`config.mk`:
```
export PLATFORM = sky130hd
export DESIGN_NAME = fpu_pack_sched_flat
export DESIGN_NICKNAME = d
export VERILOG_FILES = /design/src/rtl/fpu_pack_sched_pkg.sv /design/src/rtl/fpu_pack_sched_if.sv /design/src/rtl/fpu_pack_sched_rr_pick.sv /design/src/rtl/fpu_pack_sched.sv /design/src/flat_wrapper.sv
export SDC_FILE = /design/constraint.sdc
export NUM_CORES = 1
export LEC_CHECK = 0
export CAP_MARGIN = 0
export CORE_AREA = 4 4 121 123
export CTS_BUF_LIST = sky130_fd_sc_hd__clkbuf_16
export DETAILED_ROUTE_END_ITERATION = 16
export DIE_AREA = 0 0 125 127
export GPL_ROUTABILITY_DRIVEN = 1
export PLACE_DENSITY = 0.76
export SLEW_MARGIN = 20
export SYNTH_ARGS = -nofsm -noshare
export SYNTH_HDL_FRONTEND = slang
export SYNTH_SLANG_ARGS = --single-unit
```
`constraint.sdc`:
```
create_clock -name clk -period 2.6 [get_ports clk]
set_input_delay 0.39 -clock clk [delete_from_list [all_inputs] [get_ports clk]]
set_output_delay 0.39 -clock clk [all_outputs]
set_load 0.005 [all_outputs]
```
`src/rtl/fpu_pack_sched_pkg.sv`:
```
// Shared FPU definitions: widths, class codes, canonical NaN and unit indices,
// plus the class-code to packer-flag decode.
package fpu_pack_sched_pkg;

  localparam int NUM_REQ     = 3;
  localparam int FP_BITS     = 32;
  localparam int RECEXP_BITS = 9;
  localparam int SIG_BITS    = 32;
  localparam int TAG_BITS    = 5;
  localparam int SHIFT_BITS  = 9;
  localparam int IDX_BITS    = 2;

  localparam logic [2:0] CLS_NORM = 3'd0;
  localparam logic [2:0] CLS_SUB  = 3'd1;
  localparam logic [2:0] CLS_ZERO = 3'd2;
  localparam logic [2:0] CLS_INF  = 3'd3;
  localparam logic [2:0] CLS_NAN  = 3'd4;

  localparam logic [SIG_BITS-1:0] CANON_NAN_SIG = 32'hC000_0000;

  localparam logic [IDX_BITS-1:0] UNIT_ADD = 2'd0;
  localparam logic [IDX_BITS-1:0] UNIT_MUL = 2'd1;
  localparam logic [IDX_BITS-1:0] UNIT_DIV = 2'd2;

  typedef struct packed {
    logic is_nan;
    logic is_inf;
    logic is_zero;
    logic is_norm;
    logic is_unorm;
  } cls_flags_t;

  // Illegal codes fall into the NaN flag so the packer always sees exactly one flag.
  function automatic cls_flags_t cls_decode(input logic [2:0] cls);
    cls_flags_t f;
    f = '0;
    case (cls)
      CLS_NORM: f.is_norm  = 1'b1;
      CLS_SUB:  f.is_unorm = 1'b1;
      CLS_ZERO: f.is_zero  = 1'b1;
      CLS_INF:  f.is_inf   = 1'b1;
      CLS_NAN:  f.is_nan   = 1'b1;
      default:  f.is_nan   = 1'b1;
    endcase
    return f;
  endfunction

  function automatic logic cls_legal(input logic [2:0] cls);
    return (cls <= CLS_NAN);
  endfunction

endpackage

```
`src/rtl/fpu_pack_sched_if.sv`:
```
// Bundle between the execution units, the shared packer and the writeback port.
interface fpu_pack_sched_if;
  import fpu_pack_sched_pkg::*;

  logic [NUM_REQ-1:0]             req_valid;
  logic [NUM_REQ-1:0]             req_ready;
  logic [NUM_REQ-1:0]             req_sign;
  logic [NUM_REQ*RECEXP_BITS-1:0] req_exp;
  logic [NUM_REQ*SIG_BITS-1:0]    req_sig;
  logic [NUM_REQ*3-1:0]           req_cls;
  logic [NUM_REQ*SHIFT_BITS-1:0]  req_shift;
  logic [NUM_REQ*TAG_BITS-1:0]    req_tag;
  logic                           flush;

  logic                   pk_sign;
  logic [RECEXP_BITS-1:0] pk_exp;
  logic [SIG_BITS-1:0]    pk_sig;
  logic [SHIFT_BITS-1:0]  pk_shift;
  logic                   pk_isNAN;
  logic                   pk_isINf;
  logic                   pk_isZero;
  logic                   pk_isNormalize;
  logic                   pk_isUnormalize;
  logic [FP_BITS-1:0]     pk_fp;

  logic                   wb_valid;
  logic                   wb_ready;
  logic [FP_BITS-1:0]     wb_data;
  logic [TAG_BITS-1:0]    wb_tag;
  logic [1:0]             wb_src;
  logic                   busy;

  modport slave (
    input  req_valid, req_sign, req_exp, req_sig, req_cls, req_shift, req_tag, flush,
    input  pk_fp, wb_ready,
    output req_ready, pk_sign, pk_exp, pk_sig, pk_shift,
    output pk_isNAN, pk_isINf, pk_isZero, pk_isNormalize, pk_isUnormalize,
    output wb_valid, wb_data, wb_tag, wb_src, busy
  );

  modport master (
    output req_valid, req_sign, req_exp, req_sig, req_cls, req_shift, req_tag, flush,
    output pk_fp, wb_ready,
    input  req_ready, pk_sign, pk_exp, pk_sig, pk_shift,
    input  pk_isNAN, pk_isINf, pk_isZero, pk_isNormalize, pk_isUnormalize,
    input  wb_valid, wb_data, wb_tag, wb_src, busy
  );

endinterface

```
`src/rtl/fpu_pack_sched_rr_pick.sv`:
```
// Combinational round-robin picker: first valid requester after 'last', one-hot grant.
module fpu_rr_pick #(
  parameter int N     = 3,
  parameter int IDX_W = 2
) (
  input  logic [N-1:0]     valid_i,
  input  logic [IDX_W-1:0] last_i,
  input  logic             en_i,
  output logic [N-1:0]     grant_o
);

  logic found;
  logic hit;

  // Walk offsets last+1 .. last+N; the first valid unit met takes the grant.
  always_comb begin
    grant_o = '0;
    found   = 1'b0;
    hit     = 1'b0;
    for (int k = 1; k <= N; k++) begin
      for (int i = 0; i < N; i++) begin
        hit        = en_i & ~found & valid_i[i] & (((int'(last_i) + k) % N) == i);
        grant_o[i] = grant_o[i] | hit;
        found      = found | hit;
      end
    end
  end

endmodule

```
`src/rtl/fpu_pack_sched.sv`:
```
// Round-robin scheduler sharing one result packer among the add/mul/div units.
// S1 registers the winner's operands for the packer; S2 holds the packed word for writeback.
module fpu_pack_sched
  import fpu_pack_sched_pkg::*;
(
  input logic             clk,
  input logic             rst,
  fpu_pack_sched_if.slave bus
);

  logic [NUM_REQ-1:0]     grant_s;
  logic [IDX_BITS-1:0]    gidx_s;
  logic                   sel_sign_s;
  logic [RECEXP_BITS-1:0] sel_exp_s;
  logic [SIG_BITS-1:0]    sel_sig_s;
  logic [2:0]             sel_cls_s;
  logic [SHIFT_BITS-1:0]  sel_shift_s;
  logic [TAG_BITS-1:0]    sel_tag_s;
  logic                   s2_adv_s, s1_adv_s, pick_en_s, xfer_s;

  logic                   s1_valid_q, s1_valid_d, wb_valid_q, wb_valid_d;
  logic [IDX_BITS-1:0]    last_q, last_d, s1_src_q, s1_src_d, wb_src_q, wb_src_d;
  logic [TAG_BITS-1:0]    s1_tag_q, s1_tag_d, wb_tag_q, wb_tag_d;
  logic                   pk_sign_q, pk_sign_d;
  logic [RECEXP_BITS-1:0] pk_exp_q, pk_exp_d;
  logic [SIG_BITS-1:0]    pk_sig_q, pk_sig_d;
  logic [SHIFT_BITS-1:0]  pk_shift_q, pk_shift_d;
  cls_flags_t             flags_q, flags_d;
  logic [FP_BITS-1:0]     wb_data_q, wb_data_d;

  assign s2_adv_s  = ~wb_valid_q | bus.wb_ready;
  assign s1_adv_s  = ~s1_valid_q | s2_adv_s;
  // Flush and reset must block acceptance in the very cycle they are asserted.
  assign pick_en_s = s1_adv_s & ~bus.flush & ~rst;

  fpu_rr_pick #(.N(NUM_REQ), .IDX_W(IDX_BITS)) u_pick (
    .valid_i (bus.req_valid),
    .last_i  (last_q),
    .en_i    (pick_en_s),
    .grant_o (grant_s)
  );

  assign bus.req_ready = grant_s;
  assign xfer_s        = |(grant_s & bus.req_valid);

  // AND-OR operand mux steered by the one-hot grant.
  always_comb begin
    gidx_s      = '0;
    sel_sign_s  = 1'b0;
    sel_exp_s   = '0;
    sel_sig_s   = '0;
    sel_cls_s   = '0;
    sel_shift_s = '0;
    sel_tag_s   = '0;
    for (int i = 0; i < NUM_REQ; i++) begin
      gidx_s      = gidx_s | (IDX_BITS'(i) & {IDX_BITS{grant_s[i]}});
      sel_sign_s  = sel_sign_s | (bus.req_sign[i] & grant_s[i]);
      sel_exp_s   = sel_exp_s | (bus.req_exp[i*RECEXP_BITS +: RECEXP_BITS] & {RECEXP_BITS{grant_s[i]}});
      sel_sig_s   = sel_sig_s | (bus.req_sig[i*SIG_BITS +: SIG_BITS] & {SIG_BITS{grant_s[i]}});
      sel_cls_s   = sel_cls_s | (bus.req_cls[i*3 +: 3] & {3{grant_s[i]}});
      sel_shift_s = sel_shift_s | (bus.req_shift[i*SHIFT_BITS +: SHIFT_BITS] & {SHIFT_BITS{grant_s[i]}});
      sel_tag_s   = sel_tag_s | (bus.req_tag[i*TAG_BITS +: TAG_BITS] & {TAG_BITS{grant_s[i]}});
    end
  end

  // Pipeline next state; flush drops both stages but keeps the round-robin pointer.
  always_comb begin
    s1_valid_d = s1_valid_q;
    wb_valid_d = wb_valid_q;
    last_d     = last_q;
    s1_src_d   = s1_src_q;
    s1_tag_d   = s1_tag_q;
    pk_sign_d  = pk_sign_q;
    pk_exp_d   = pk_exp_q;
    pk_sig_d   = pk_sig_q;
    pk_shift_d = pk_shift_q;
    flags_d    = flags_q;
    wb_data_d  = wb_data_q;
    wb_tag_d   = wb_tag_q;
    wb_src_d   = wb_src_q;
    if (bus.flush) begin
      s1_valid_d = 1'b0;
      wb_valid_d = 1'b0;
    end else begin
      if (s2_adv_s) begin
        wb_valid_d = s1_valid_q;
        wb_data_d  = bus.pk_fp;
        wb_tag_d   = s1_tag_q;
        wb_src_d   = s1_src_q;
      end else begin
        wb_valid_d = wb_valid_q;
      end
      if (s1_adv_s) begin
        s1_valid_d = xfer_s;
        if (xfer_s) begin
          last_d     = gidx_s;
          s1_src_d   = gidx_s;
          s1_tag_d   = sel_tag_s;
          pk_sign_d  = sel_sign_s;
          pk_exp_d   = sel_exp_s;
          pk_sig_d   = cls_legal(sel_cls_s) ? sel_sig_s : CANON_NAN_SIG;
          pk_shift_d = sel_shift_s;
          flags_d    = cls_decode(sel_cls_s);
        end else begin
          last_d = last_q;
        end
      end else begin
        s1_valid_d = s1_valid_q;
      end
    end
  end

  // State registers with synchronous reset; unit 0 gets first priority after reset.
  always_ff @(posedge clk) begin
    if (rst) begin
      s1_valid_q <= 1'b0;
      wb_valid_q <= 1'b0;
      last_q     <= IDX_BITS'(NUM_REQ - 1);
      s1_src_q   <= '0;
      s1_tag_q   <= '0;
      pk_sign_q  <= 1'b0;
      pk_exp_q   <= '0;
      pk_sig_q   <= '0;
      pk_shift_q <= '0;
      flags_q    <= '0;
      wb_data_q  <= '0;
      wb_tag_q   <= '0;
      wb_src_q   <= '0;
    end else begin
      s1_valid_q <= s1_valid_d;
      wb_valid_q <= wb_valid_d;
      last_q     <= last_d;
      s1_src_q   <= s1_src_d;
      s1_tag_q   <= s1_tag_d;
      pk_sign_q  <= pk_sign_d;
      pk_exp_q   <= pk_exp_d;
      pk_sig_q   <= pk_sig_d;
      pk_shift_q <= pk_shift_d;
      flags_q    <= flags_d;
      wb_data_q  <= wb_data_d;
      wb_tag_q   <= wb_tag_d;
      wb_src_q   <= wb_src_d;
    end
  end

  assign bus.pk_sign         = pk_sign_q;
  assign bus.pk_exp          = pk_exp_q;
  assign bus.pk_sig          = pk_sig_q;
  assign bus.pk_shift        = pk_shift_q;
  assign bus.pk_isNAN        = flags_q.is_nan;
  assign bus.pk_isINf        = flags_q.is_inf;
  assign bus.pk_isZero       = flags_q.is_zero;
  assign bus.pk_isNormalize  = flags_q.is_norm;
  assign bus.pk_isUnormalize = flags_q.is_unorm;
  assign bus.wb_valid        = wb_valid_q;
  assign bus.wb_data         = wb_data_q;
  assign bus.wb_tag          = wb_tag_q;
  assign bus.wb_src          = wb_src_q;
  assign bus.busy            = s1_valid_q | wb_valid_q;

endmodule

```
`src/flat_wrapper.sv`:
```
// flat-port wrapper written by rule: the top's interface ports become plain ports
module fpu_pack_sched_flat import fpu_pack_sched_pkg::*;
  (clk, rst, bus_req_valid, bus_req_sign, bus_req_exp, bus_req_sig, bus_req_cls, bus_req_shift, bus_req_tag, bus_flush, bus_pk_fp, bus_wb_ready, bus_req_ready, bus_pk_sign, bus_pk_exp, bus_pk_sig, bus_pk_shift, bus_pk_isNAN, bus_pk_isINf, bus_pk_isZero, bus_pk_isNormalize, bus_pk_isUnormalize, bus_wb_valid, bus_wb_data, bus_wb_tag, bus_wb_src, bus_busy);
  fpu_pack_sched_if bus_i ();
  input logic clk;
  input logic rst;
  input wire logic [$bits(bus_i.req_valid)-1:0] bus_req_valid;
  input wire logic [$bits(bus_i.req_sign)-1:0] bus_req_sign;
  input wire logic [$bits(bus_i.req_exp)-1:0] bus_req_exp;
  input wire logic [$bits(bus_i.req_sig)-1:0] bus_req_sig;
  input wire logic [$bits(bus_i.req_cls)-1:0] bus_req_cls;
  input wire logic [$bits(bus_i.req_shift)-1:0] bus_req_shift;
  input wire logic [$bits(bus_i.req_tag)-1:0] bus_req_tag;
  input wire logic [$bits(bus_i.flush)-1:0] bus_flush;
  input wire logic [$bits(bus_i.pk_fp)-1:0] bus_pk_fp;
  input wire logic [$bits(bus_i.wb_ready)-1:0] bus_wb_ready;
  output wire logic [$bits(bus_i.req_ready)-1:0] bus_req_ready;
  output wire logic [$bits(bus_i.pk_sign)-1:0] bus_pk_sign;
  output wire logic [$bits(bus_i.pk_exp)-1:0] bus_pk_exp;
  output wire logic [$bits(bus_i.pk_sig)-1:0] bus_pk_sig;
  output wire logic [$bits(bus_i.pk_shift)-1:0] bus_pk_shift;
  output wire logic [$bits(bus_i.pk_isNAN)-1:0] bus_pk_isNAN;
  output wire logic [$bits(bus_i.pk_isINf)-1:0] bus_pk_isINf;
  output wire logic [$bits(bus_i.pk_isZero)-1:0] bus_pk_isZero;
  output wire logic [$bits(bus_i.pk_isNormalize)-1:0] bus_pk_isNormalize;
  output wire logic [$bits(bus_i.pk_isUnormalize)-1:0] bus_pk_isUnormalize;
  output wire logic [$bits(bus_i.wb_valid)-1:0] bus_wb_valid;
  output wire logic [$bits(bus_i.wb_data)-1:0] bus_wb_data;
  output wire logic [$bits(bus_i.wb_tag)-1:0] bus_wb_tag;
  output wire logic [$bits(bus_i.wb_src)-1:0] bus_wb_src;
  output wire logic [$bits(bus_i.busy)-1:0] bus_busy;
  assign bus_i.req_valid = bus_req_valid;
  assign bus_i.req_sign = bus_req_sign;
  assign bus_i.req_exp = bus_req_exp;
  assign bus_i.req_sig = bus_req_sig;
  assign bus_i.req_cls = bus_req_cls;
  assign bus_i.req_shift = bus_req_shift;
  assign bus_i.req_tag = bus_req_tag;
  assign bus_i.flush = bus_flush;
  assign bus_i.pk_fp = bus_pk_fp;
  assign bus_i.wb_ready = bus_wb_ready;
  assign bus_req_ready = bus_i.req_ready;
  assign bus_pk_sign = bus_i.pk_sign;
  assign bus_pk_exp = bus_i.pk_exp;
  assign bus_pk_sig = bus_i.pk_sig;
  assign bus_pk_shift = bus_i.pk_shift;
  assign bus_pk_isNAN = bus_i.pk_isNAN;
  assign bus_pk_isINf = bus_i.pk_isINf;
  assign bus_pk_isZero = bus_i.pk_isZero;
  assign bus_pk_isNormalize = bus_i.pk_isNormalize;
  assign bus_pk_isUnormalize = bus_i.pk_isUnormalize;
  assign bus_wb_valid = bus_i.wb_valid;
  assign bus_wb_data = bus_i.wb_data;
  assign bus_wb_tag = bus_i.wb_tag;
  assign bus_wb_src = bus_i.wb_src;
  assign bus_busy = bus_i.busy;
  fpu_pack_sched u_core (.clk(clk), .rst(rst), .bus(bus_i));
endmodule
```
==> results of run 1 <==
==> worst reg2reg max path: stages, from the launching register on <==
cell      delay (ns)
dfxtp_4         0.37
inv_1           0.07
ha_4            0.25
o21bai_1        0.20
a211oi_4        0.10
and2_4          0.16
buf_4           0.17
buf_12          0.17
a222oi_1        0.44
nand2_1         0.10
o221a_2         0.23
==> registers in the layout, indices dropped and copies added (netlist names), 2 cells and up <==
name and flops:
u_core.bus.pk_sig 32, u_core.bus.wb_data 32, u_core.bus.pk_exp 9, u_core.bus.pk_shift 9, u_core.bus.wb_tag 5, u_core.s1_tag_q 5
u_core.bus.wb_src 2, u_core.s1_src_q 2
==> worst min-delay path by stage <==
stage | startpoint | endpoint | cells after the start | slack, ns
after floorplan | u_core.s1_tag_q[0] | u_core.bus.wb_tag[0] | 2 | 0.43
after global placement | u_core.s1_tag_q[3] | u_core.bus.wb_tag[3] | 2 | 0.44
after detailed placement | u_core.s1_tag_q[1] | u_core.bus.wb_tag[1] | 2 | 0.44
after CTS | u_core.s1_tag_q[1] | u_core.bus.wb_tag[1] | 2 | 0.45
after global routing | u_core.bus.wb_tag[1] | u_core.bus.wb_tag[1] | 2 | 0.48
final | u_core.s1_tag_q[1] | u_core.bus.wb_tag[1] | 2 | 0.45
==> stage by stage <==
step / setup TNS [ns] / instance area (µm²) / total power, mW / worst slack [ns] / cells
detailed placement: -0.0133 / 7820 / 2.77 / -0.0133 / 940
CTS: 0 / 8130 / 4.00 / 0.0180 / 959
global placement: 0 / 7820 / 2.75 / 0.00767 / 940
finish: 0 / 8160 / 3.97 / 0.0696 / 959
global route: -0.0117 / 8160 / 4.16 / -0.0117 / 959
floorplan: 0 / 4410 / 2.11 / 0.361 / 464
==> power groups by stage <==
stage               Combinational [mW]  Sequential (mW)  Clock, mW
finish                           0.950             1.80       1.23
global route                      1.02             1.81       1.33
CTS                              0.950             1.80       1.26
detailed placement               0.940             1.83          0
global placement                 0.921             1.83          0
floorplan                        0.278             1.83          0
==> layout make-up <==
class	count	area [µm²]
Inverter	7	26.3
Clock inverter	7	40.0
Multi-Input combinational cell	306	2110
Timing Repair Buffer	345	3420
Tap cell	180	225
Clock buffer	9	225
Fill cell	1142	5510
Sequential cell	105	2110
==> cell usage after synthesis, types with 2 or more instances <==
cell / instances
a222oi_1: 57
o2bb2ai_2: 10
or2_2: 2
clkbuf_1: 22
nand2_1: 109
a22o_1: 2
a221oi_4: 2
inv_1: 7
o221a_2: 2
nand2b_1: 3
dfxtp_1: 105
o21a_1: 2
buf_6: 4
buf_2: 17
nor2_1: 7
ha_1: 2
a21oi_1: 65
o32ai_1: 2
and2_1: 3
buf_4: 2
o2bb2ai_1: 20
and3_1: 2
==> routing by layer <==
metal	part of all wire (%)	routed length, µm	vias up
li1	-	-	2383
met1	37	6640	2352
met2	51	9080	257
met3	9.5	1690	28
met4	2.6	467	0
met5	0	0	-
==> cells by family (layout without fill, tap and decap cells) <==
logic type / after synthesis / in the layout
AO/OA/AOI/OAI: 173 / 173
adder cells (fa/ha/maj): 2 / 2
buffers and inverters: 53 / 368
flip-flops: 105 / 105
AND/OR/NAND/NOR: 131 / 131
==> repair_timing <==
action / 4_1_cts / 5_1_grt
resized for setup: 6 / 5
buffers inserted: 3 / 0
pin swaps: 4 / 3
setup endpoints to repair: 3 / 3
==> run metrics, run 1 <==
status finished, final reports clean; Int Pwr 2.99 mW; r2r endpoint u_core.bus.pk_sig[30]; Global Route Usage Sum 21.3%; GR Util met3 7.57%; Clock Sinks 105; DRT Pass-1 Iters 9; combinational family with the most area after synthesis compound AO/OA/AOI/OAI gates; Finished Core Util 59.7%; synthesized cell area 4410 µm²; cell taking the most area after synthesis dfxtp_1; worst r2r path cells 10; CP Capture Type primary output; critical path peak fanout 4; MaxCap Viol Count 0; Worst Path Class, Setup reg -> out; TritonCTS Buffers 9; Comb pwr share 23.9%; Worst-Margin Slew 0.736 ns; Final Hold Viols 0; Starting Density 32.3%; Startpoint Class register; Post-synth EDFFs 0; fmax 395 MHz; core area 13700 µm²; reg2reg setup slack 0.24 ns; XOR/XNOR share of the synthesized area 0%; Distinct cells, synth 39; Final Setup Violations 0; Top FF cell, synth dfxtp_1; Switching Share 24.8%; clock transition at the registers of the reported paths 0.07 ns; synth-to-layout area growth 85.0%; register share of total power 45.2%; asr flop ratio synth 0%; slowest stage cell on the critical path clkdlybuf4s50_1; CP Cell Sequence inv_1, ha_4, nand2b_4, a211oi_4, and2_4, clkdlybuf4s50_1; DRT iter0 DRCs 350; CTS tree built; worst r2r src u_core.s1_src_q[0]; via count 5020; Syn Inst Count 464; FP Rows 43; synth warn 0; clk_skew 0.00885 ns; Nets 992; top cell type's share of synthesized area 47.7%; largest net degree at the start of global routing 72; number of routed nets with antenna violations 0; slowest stage delay, CP 0.49 ns; Tmin final 2.53 ns; worst-case vdd ir drop 0.294 mV; Area contributors post-synth dfxtp_1 (48%), a222oi_1 (13%), nand2_1 (9.3%), a21oi_1 (7.4%), o2bb2ai_1 (4.0%); dpl hpwl 13900 µm; number of global-route vias before repair 5224; first-pass GRT wire length 27500 µm; Clock Power Share 30.9%; clock latency on the worst-skew pair 0.34 ns; beginning of the critical path u_core.s1_src_q[0]; routability cong. 0.900; commonest non-fill, non-tap cell in the layout clkdlybuf4s50_1; fraction of layout cells with a size suffix above 1 10.0%; CP top delay family buffers and inverters; H-tree depth 3; Congestion Overflow GR 0; final WL 17900 µm; leakage 2.93 nW; WP buf/inv 2; WL/cell 18.6 µm; post-synthesis compound-gate area fraction 33.7%; Synth Area in Simple Gates 12.2%; Synth Area per Inst 9.50 µm²; commonest non-fill, non-tap cells in the layout clkdlybuf4s50_1 (314), nand2_1 (109), dfxtp_1 (103), a21oi_1 (64), a222oi_1 (57); I/O Pins 316; sw power 0.987 mW; Port-buffer cells 315; Max-slew headroom 51.0%; die height 127 µm; Worst path depth 6; Slew Limit Fails 0; DRC 0; M2 GR Usage 37.9%; Critical Path RT 2.21 ns; clk buf depth 2; PwrDens 487 nW/µm²; gr busiest metal met2; Final Cycle Share 97.3%; ant diodes 0; HP Class reg -> reg; adder-cell share of the synthesized area 0.568%; hold buffer count at CTS 0; Seq cells post-synth 105; M1 GR Usage 24.0%; syn nets 682; Setup crit end bus_req_ready[2]; Worst Path Arrival 2.14 ns; initial antenna violation count 0; total die area 15900 µm²; Chip Width 125 µm; Via density 5.23; hold slack final 0.452 ns; Root Buffer clkbuf_16; mux contribution to synthesized area 0%; post-synthesis sequential area ratio 47.7%
Note: power is estimated with default switching activity, not from simulation.
==> run 2: changes to the inputs <==
--- a/config.mk
+++ b/config.mk
@@ -10,7 +10,7 @@
 export CTS_BUF_LIST = sky130_fd_sc_hd__clkbuf_16
 export DETAILED_ROUTE_END_ITERATION = 16
 export DIE_AREA = 0 0 125 127
-export GPL_ROUTABILITY_DRIVEN = 1
+export GPL_ROUTABILITY_DRIVEN = 0
 export PLACE_DENSITY = 0.76
 export SLEW_MARGIN = 20
 export SYNTH_ARGS = -nofsm -noshare
==> results of run 2 <==
No change in the layout: final DEF, timing and power equal those of run 1.
==> run 3: changes to the inputs <==
--- a/config.mk
+++ b/config.mk
@@ -5,14 +5,16 @@
 export SDC_FILE = /design/constraint.sdc
 export NUM_CORES = 1
 export LEC_CHECK = 0
+export ABC_AREA = 1
 export CAP_MARGIN = 0
-export CORE_AREA = 4 4 121 123
+export CORE_MARGIN = 4
+export CORE_UTILIZATION = 38
 export CTS_BUF_LIST = sky130_fd_sc_hd__clkbuf_16
 export DETAILED_ROUTE_END_ITERATION = 16
-export DIE_AREA = 0 0 125 127
 export GPL_ROUTABILITY_DRIVEN = 0
-export PLACE_DENSITY = 0.76
+export PLACE_DENSITY = 0.81
 export SLEW_MARGIN = 20
 export SYNTH_ARGS = -nofsm -noshare
 export SYNTH_HDL_FRONTEND = slang
+export SYNTH_HIERARCHICAL = 1
 export SYNTH_SLANG_ARGS = --single-unit
==> run 3 against run 2 <==
Net effect:
- clock power is essentially flat
- via count up 31%
- largest power group unchanged
- total power rose by 7.2%
- fmax is 1.5% lower
- setup slack got worse by 0.040 ns
- critical path type unchanged
==> run metrics, run 3 <==
post-synthesis compound-gate area fraction 10.4% (-23 points); hold buffer count at CTS 0 (unchanged); commonest non-fill, non-tap cells in the layout clkdlybuf4s50_1 (309), nand2_1 (289), nor2_1 (142), dfxtp_1 (102), o21ai_0 (65); Synth top cells by count nand2_1 (297), nor2_1 (143), dfxtp_1 (105); adder-cell share of the synthesized area 0.474% (-0.094 points); Startpoint Class register; fill cell count 1128 (-1.2%); Slew Limit Fails 0 (unchanged); Global Route Usage Sum 24.0% (+2.7 points); mux contribution to synthesized area 0% (unchanged); top cell type's share of synthesized area 39.8% (-7.9 points); Worst-Margin Slew 0.930 ns (+0.195 ns); slowest stage cell on the critical path dfxtp_2; Post-synth EDFFs 0 (unchanged); fmax 389 MHz (-1.5%); Final Setup Violations 0 (unchanged); register area 2110 µm² (about the same); hold path start rst; MaxCap Viol Count 0 (unchanged); worst-case vdd ir drop 0.292 mV (-0.60%); PwrDens 449 nW/µm² (-7.8%); asr flop ratio synth 0% (unchanged); Critical Path RT 2.21 ns (about the same); Synth Area per Inst 6.25 µm² (-34%); DRT Pass-1 Iters 5 (-4); Hold Path End u_core/s1_src_q[1]; number of global-route vias before repair 6139 (+18%); CTS tree built; I/O Pins 316 (unchanged); Worst Path Arrival 2.18 ns (+0.04 ns); WL/cell 14.9 µm (-20%); Syn Inst Count 844 (+82%); Area contributors post-synth dfxtp_1 (40%), nand2_1 (21%), nor2_1 (10%), o21ai_0 (6.3%), nand3_1 (6.1%); syn nets 1062 (+56%); post-placement worst setup slack -0.384 ns (-0.371 ns); DRC 0 (unchanged); post-synthesis sequential area ratio 39.8% (-7.9 points); Worst Path Class, Setup reg -> out; Synth Area in Simple Gates 40.1% (+28 points); Top FF cell, synth dfxtp_1; Starting Density 39.4% (+7.1 points); FP Rows 42 (-2.3%); Finished Core Util 70.8% (+11 points); Clock Sinks 105 (unchanged); Root Buffer clkbuf_16; DRT iter0 DRCs 413 (+18%); CP Cell Sequence nand3_2, nand2_2, inv_2, nand2_2, clkinv_4, nand3_1, inv_1, nor2_4, nand4_1, nand2_4, buf_4, dlygate4sd2_1; clk_skew 0.00671 ns (-0.00214 ns); CP Capture Type primary output; via count 6565 (+31%); Clock Power Share 29.6% (-1.3 points); synthesized cell area 5280 µm² (+20%); Chip Width 126 µm (+0.69%); critical path peak fanout 8 (+4); H-tree depth 3 (unchanged); combinational family with the most area after synthesis simple AND/OR/NAND/NOR gates; reg2reg setup slack 0.06 ns (-0.18 ns); worst r2r path cells 20 (+10); first-pass GRT wire length 31000 µm (+13%); Pwr Total 4.26 mW (+7.2%); synth-to-layout area growth 79.6%; TritonCTS Buffers 9 (unchanged); Final Cycle Share 98.8% (+1.5 points); synth warn 6 (+6); Port-buffer cells 315 (unchanged); Comb pwr share 28.8% (+4.9 points); setup ws final 0.0300 ns (-0.0396 ns); Int Pwr 3.08 mW (+3.1%); dpl hpwl 14900 µm (+7.6%); HP Class in -> reg; largest net degree at the start of global routing 100 (+39%); fraction of layout cells with a size suffix above 1 10.9% (+0.89 points); total die area 15800 µm² (-0.22%); final WL 20300 µm (+13%); most numerous cell in the Yosys netlist nand2_1; Distinct cells, synth 24 (-38%); slowest stage delay, CP 0.36 ns (-0.13 ns); initial antenna violation count 1 (+1); register share of total power 41.5% (-3.7 points); Post-DP Area 8850 µm² (+13%); Max-slew headroom 38.0% (-13 points); most used cell along the critical path nand2_2; die height 126 µm (-0.90%); status finished, final reports clean; Design Area, Final 9480 µm² (+16%); Switching Share 27.7% (+2.9 points); r2r endpoint u_core/s1_tag_q[1]; multi-input combinational cell area 2840 µm² (+35%); clock latency on the worst-skew pair 0.34 ns (about the same); number of routed nets with antenna violations 0 (unchanged); Congestion Overflow GR 0 (unchanged); XOR/XNOR share of the synthesized area 0% (unchanged); commonest non-fill, non-tap cell in the layout clkdlybuf4s50_1; worst r2r src u_core/bus.wb_valid; leakage 4.08 nW (+39%); Via density 4.83 (-7.8%); clock transition at the registers of the reported paths 0.07 ns (about the same); Tmin final 2.57 ns (+0.0396 ns); core area 13400 µm² (-1.9%); cell taking the most area after synthesis dfxtp_1; sw power 1.18 mW (+20%); Seq cells post-synth 105 (unchanged); Nets 1397 (+41%); Min-Delay Path Depth 3 (+1); clk buf depth 2 (unchanged); Final Hold Viols 0 (unchanged)
-- run 3: changes by cell type in the layout (fill, tap and decap cells not counted), sizes merged, moves of 30 or more --
cell     delta
o2bb2ai    -30
buf        +33
nand2     +191
o21ai      +66
nor2      +138
a222oi     -57
nand3      +69
inv        +43
-- run 3: metal layers --
layer,track usage (%),wire length (µm),vias to the layer above
li1,-,-,3302
met3,6.73,1670,42
met4,9.78,608,0
met5,0,0,-
met2,43.0,10200,276
met1,26.9,7810,2945
-- run 3: kinds of logic after synthesis --
kind of cell | after synthesis
simple gates | 521
compound gates | 109
buf+inv | 107
flops | 105
fa+ha+maj | 2
-- run 3: worst max-delay path: cells and delay by family (launching register included) --
family                 cells  cell delay, ns
and+or+nand+nor            7            0.85
buffers and inverters      5            0.62
DFF                        1            0.36
-- run 3: stage by stage --
| stage | hold WS, ns | TNS, ns | std cells |
|---|---|---|---|
| floorplan | 0.435 | 0 | 844 |
| global placement | 0.450 | -14.76 | 1326 |
| detailed placement | 0.454 | -19.41 | 1326 |
| CTS | 0.458 | 0 | 1353 |
| global route | 0.411 | -1.29 | 1360 |
| finish | 0.394 | 0 | 1360 |
-- run 3: repair_timing --
item                       4_1_cts  5_1_grt
gates cloned                     3        0
setup buffers                    9        8
pin swaps                        8       21
resized for setup               22       36
setup endpoints to repair       29       67
-- run 3: area by class of cell --
type	count	area share, %
well taps	176	2.32
clock buffers	9	2.38
repair buffers	379	40.5
diodes	1	0.0264
multi-input cells	632	30.0
clock inverters	6	0.475
flip-flops and latches	105	22.2
inverters	52	2.11
-- run 3: worst max-delay path by stage --
stage | depth (start not counted) | from | to | slack [ns]
after floorplan | 16 | rst | u_core/bus.pk_sig[0] | 0.27
after global routing | 20 | u_core/bus.wb_valid | u_core/bus.pk_isNAN | -0.06
after CTS | 21 | u_core/bus.wb_valid | u_core/bus.pk_sig[2] | 0.05
after global placement | 14 | bus_wb_ready | bus_req_ready[0] | -0.33
after detailed placement | 21 | bus_wb_ready | u_core/bus.pk_sig[26] | -0.38
final | 12 | u_core/bus.wb_valid | bus_req_ready[0] | 0.03
-- run 3: power by group through the flow --
stage / combinational [mW] / sequential (mW) / clock (mW)
after floorplan: 0.429 / 1.81 / 0
after global placement: 1.13 / 1.80 / 0
after detailed placement: 1.15 / 1.80 / 0
after CTS: 1.20 / 1.77 / 1.30
after global routing: 1.34 / 1.78 / 1.36
final: 1.23 / 1.77 / 1.26
